**config.mk**
```make
export PLATFORM = sky130hd
export DESIGN_NAME = out_sig_compactor
export DESIGN_NICKNAME = d
export VERILOG_FILES = /design/src/rtl/out_sig_compactor.sv
export SDC_FILE = /design/constraint.sdc
export NUM_CORES = 1
export LEC_CHECK = 0
export CAP_MARGIN = 20
export CORE_AREA = 4 4 165 167
export DETAILED_ROUTE_END_ITERATION = 10
export DIE_AREA = 0 0 169 171
export HOLD_SLACK_MARGIN = 0.05
export PLACE_DENSITY = 0.66
export SLEW_MARGIN = 20
export SYNTH_ARGS = -nofsm -noshare
export SYNTH_HDL_FRONTEND = slang
export SYNTH_SLANG_ARGS = --single-unit
```
**constraint.sdc**
```tcl
create_clock -name clk -period 3.4 [get_ports clk]
set_input_delay 0.68 -clock clk [delete_from_list [all_inputs] [get_ports clk]]
set_output_delay 0.68 -clock clk [all_outputs]
set_load 0.1 [all_outputs]
```
**src/rtl/out_sig_compactor.sv**
```systemverilog
// Folds each valid output word to SIG_W bits and compacts it into a MISR over a
// programmed number of samples, presenting one signature per run.
module out_sig_compactor #(
    parameter int unsigned IN_W  = 330,
    parameter int unsigned SIG_W = 32,
    parameter logic [SIG_W-1:0] POLY = SIG_W'(32'h04C11DB7),
    parameter logic [SIG_W-1:0] SEED = SIG_W'(32'hFFFFFFFF),
    parameter int unsigned CNT_W = 32
) (
    input  logic             clk,
    input  logic             rst_n,
    input  logic [IN_W-1:0]  in_data,
    input  logic             in_valid,
    input  logic             start,
    input  logic [CNT_W-1:0] cfg_cycles,
    input  logic             clear,
    input  logic             sig_ack,
    output logic             busy,
    output logic             sig_valid,
    output logic [SIG_W-1:0] signature,
    output logic [CNT_W-1:0] sample_count
);

    localparam int unsigned N_CHUNK = (IN_W + SIG_W - 1) / SIG_W;
    localparam int unsigned PAD_W   = N_CHUNK * SIG_W;

    typedef enum logic [1:0] {
        IDLE = 2'd0,
        RUN  = 2'd1,
        DONE = 2'd2
    } state_t;

    state_t           state;
    logic [CNT_W-1:0] cfg_q;

    logic [PAD_W-1:0] padded_c;
    logic [SIG_W-1:0] fold_c;
    logic [SIG_W-1:0] sig_step_c;
    logic [CNT_W-1:0] cnt_inc_c;

    // XOR-fold of the zero-padded input word, then one MISR step on the current signature
    always_comb begin
        padded_c = PAD_W'(in_data);
        fold_c   = '0;
        for (int k = 0; k < int'(N_CHUNK); k++) begin
            fold_c = fold_c ^ padded_c[k*SIG_W +: SIG_W];
        end
        sig_step_c = {signature[SIG_W-2:0], 1'b0}
                   ^ (signature[SIG_W-1] ? POLY : '0)
                   ^ fold_c;
        cnt_inc_c  = sample_count + CNT_W'(1);
    end

    always_ff @(posedge clk) begin
        if (!rst_n) begin
            state        <= IDLE;
            busy         <= 1'b0;
            sig_valid    <= 1'b0;
            signature    <= SEED;
            sample_count <= '0;
            cfg_q        <= '0;
        end else if (clear) begin
            state        <= IDLE;
            busy         <= 1'b0;
            sig_valid    <= 1'b0;
            signature    <= SEED;
            sample_count <= '0;
        end else begin
            case (state)
                IDLE, DONE: begin
                    if (start) begin
                        cfg_q        <= cfg_cycles;
                        signature    <= SEED;
                        sample_count <= '0;
                        // A zero-length run finishes immediately with the seed as its signature
                        if (cfg_cycles == '0) begin
                            state     <= DONE;
                            busy      <= 1'b0;
                            sig_valid <= 1'b1;
                        end else begin
                            state     <= RUN;
                            busy      <= 1'b1;
                            sig_valid <= 1'b0;
                        end
                    end else if (state == DONE && sig_ack) begin
                        state     <= IDLE;
                        sig_valid <= 1'b0;
                    end
                end
                RUN: begin
                    if (in_valid) begin
                        signature    <= sig_step_c;
                        sample_count <= cnt_inc_c;
                        if (cnt_inc_c == cfg_q) begin
                            state     <= DONE;
                            busy      <= 1'b0;
                            sig_valid <= 1'b1;
                        end
                    end
                end
                default: begin
                    state     <= IDLE;
                    busy      <= 1'b0;
                    sig_valid <= 1'b0;
                end
            endcase
        end
    end

endmodule

```
==> qor.yml <==
stdcell_area_mm2: 0.0130
synth-compound-area-share: 0.121
die_y_um: 171
numCtsBuffers: 9
nNetsFinal: 1800
syn_area_mm2: 0.00809
async_flop_share: 0
final_common_cell: "clkdlybuf4s50_1"
worst_pin_slew_ns: 0.718
final_util: 0.506
dpl.cell_count: 1755
power_mw: 3.92
period_minus_slack_ns: 3.17
syn_avg_cell_area_um2: 7.97
p_leak_nw: 4.46
ir_drop_uv: 227
die_w_um: 169
grt_pass1_vias: 8458
criticalPathCategory: "flop to flop"
wire_per_inst_um: 20.4
holdBufCountCts: 0
clock_latency_ns: 0.36
slew_headroom: 0.521
grtUsageTotal: 0.237
rows: 59
core_mm2: 0.0258
cp_max_fo: 9
drive_above_1_share: 0.0926
cp_slowest_cell: "or4_4"
postCtsSetupBuffers: 0
timing.fmax_mhz: 315
tritoncts: "built"
cp_common_cell: "or4_1"
status: "completed"
io_pins: 434
synth.distinct_cells: 44
layout.area.seq_mm2: 0.00200
grt_max_degree: 39
yosys_warnings: 0
drcViolationCount: 0
synth_edf_count: 0
synth_nets: 1384
num_vias: 8577
syn_inst: 1015
drt_wl_total_um: 36200
slowest_delay_ns: 0.59
root_buffer: "clkbuf_16"
synth_top_family_by_area: "XOR/XNOR gates"
place_area_mm2: 0.0127
fillCellCount: 2556
finalClockSkew_ns: 0.0126
initial_utilization: 0.314
cts_num_sinks: 99
cp_num_buf_inv: 0
synth_seq_cells: 99
first_iter_violations: 498
synth-simple-area-share: 0.185
critPathTopFamily: "simple AND/OR/NAND/NOR gates"
clk_path_buf_depth: 2
required_ns: 3.71
grt_pass1_wl_um: 51700
yosysSeqAreaShare: 0.245
max-cap-violations: 0
slew_viol_final: 0
dpl.hpwl_um: 30900
dr.pass1.iters: 5
period_share: 0.933
synth_xor_area_frac: 0.419
hold_class: "flop to flop"
ant_nets: 0
ys.flop_type: "dfxtp_1"
worstSetupEndpointType: "flop"
syn2layout_area_growth_pct: 61.2
dieArea_mm2: 0.0289
routed_via_density: 4.83
multi_input_area_mm2: 0.00591
path_cells: "ha_1, nand4_1, or4_4, or4_1, a21oi_1, o22ai_1, or4_1, nor4_1, o21a_1"
hold_viol_final: 0
clkTransAtPathRegs_ns: 0.08
htree_levels: 3
finalSetupViolations: 0
instances_no_fill: 1774
synth_fa_ha_area_frac: 0.00155
portBuffers: 433
synth_mux_area_frac: 0.00124
final_cell_mix: "clkdlybuf4s50_1 (367), xnor2_1 (321), nand2_1 (139)"
cellPowerDensity_mw_per_mm2: 301
start_kind: "flop"
grt_setup_unrepaired: "no"
finalSetupTns_ns: 0
overflow: 0
antenna_found_initial: 11
critPathArrivalTime_ns: 3.48
gp_congestion: 0.897
-- metal layers --
layer  part of all wire  GRT usage  up-vias
li1                   -          -     4236
met1               0.39      0.279     4018
met2               0.52      0.428      274
met3              0.077     0.0804       33
met4              0.011     0.0343       16
met5             0.0030          0        -
-- final timing paths --
kind              startpoint         to  slack (ns)  cells past startpoint
min reg2reg        cfg_q[30]  cfg_q[30]        0.48                      2
max reg2reg  sample_count[0]  sig_valid        0.23                      9
max          sample_count[0]  sig_valid        0.23                      9
min                cfg_q[30]  cfg_q[30]        0.48                      2
-- cell usage after synthesis (8+ instances only) --
| library cell | number | share of area |
|---|---|---|
| xnor2_1 | 321 | 0.35 |
| nand2_1 | 141 | 0.065 |
| dfxtp_1 | 99 | 0.24 |
| xor2_1 | 66 | 0.071 |
| nor2_1 | 50 | 0.023 |
| clkbuf_1 | 41 | 0.019 |
| o22ai_1 | 36 | 0.028 |
| a21oi_1 | 34 | 0.021 |
| a21boi_0 | 32 | 0.030 |
| o21ai_0 | 27 | 0.017 |
| nor3_1 | 23 | 0.014 |
| nor4_1 | 20 | 0.015 |
| nand4_1 | 15 | 0.012 |
| nand3_1 | 13 | 0.0080 |
| and3_1 | 11 | 0.0085 |
| a311oi_1 | 8 | 0.0087 |
-- metrics by stage --
step	worst slack, ns	hold WS, ns
after floorplan	0.00723	0.452
after global placement	0.227	0.466
after detailed placement	0.214	0.476
after CTS	0.184	0.486
after global routing	0.0192	0.502
final	0.228	0.480
-- registers in the layout, indices dropped and copies added (netlist names) --
register      count
sig_valid         1
state             1
cfg_q            32
busy              1
signature        32
sample_count     32
-- kinds of logic after synthesis --
family,Yosys count
buffers and inverters,57
DFF,99
and+or+nand+nor,316
xor gates and xnor gates,387
muxes,1
AOI/OAI and AO/OA,154
adders and majority gates,1
-- power breakdown --
group / internal, mW / total [mW] / switching, mW
Sequential: 1.18 / 1.21 / 0.0275
Combinational: 0.923 / 1.56 / 0.633
Clock: 0.666 / 1.16 / 0.491
Total: 2.77 / 3.92 / 1.15
-- layout make-up --
cell class                      instances  area share
Antenna cell                            3    0.000575
Clock buffer                           10      0.0183
Clock inverter                          6     0.00681
Inverter                                5     0.00144
Multi-Input combinational cell        859       0.453
Sequential cell                        99       0.153
Tap cell                              335      0.0321
Timing Repair Buffer                  457       0.334
-- tightest hold or removal path: stages, from the launching register on --
cell and delay, ns:
dfxtp_1 0.32, nand2_1 0.05, a21boi_0 0.06
-- repair_timing --
action / in CTS / in global routing
gates resized for setup: 0 / 1
endpoints found under the setup margin: 0 / 2
endpoints found under the hold margin: 0 / 0
No activity file was read; power rests on OpenSTA's default activity.
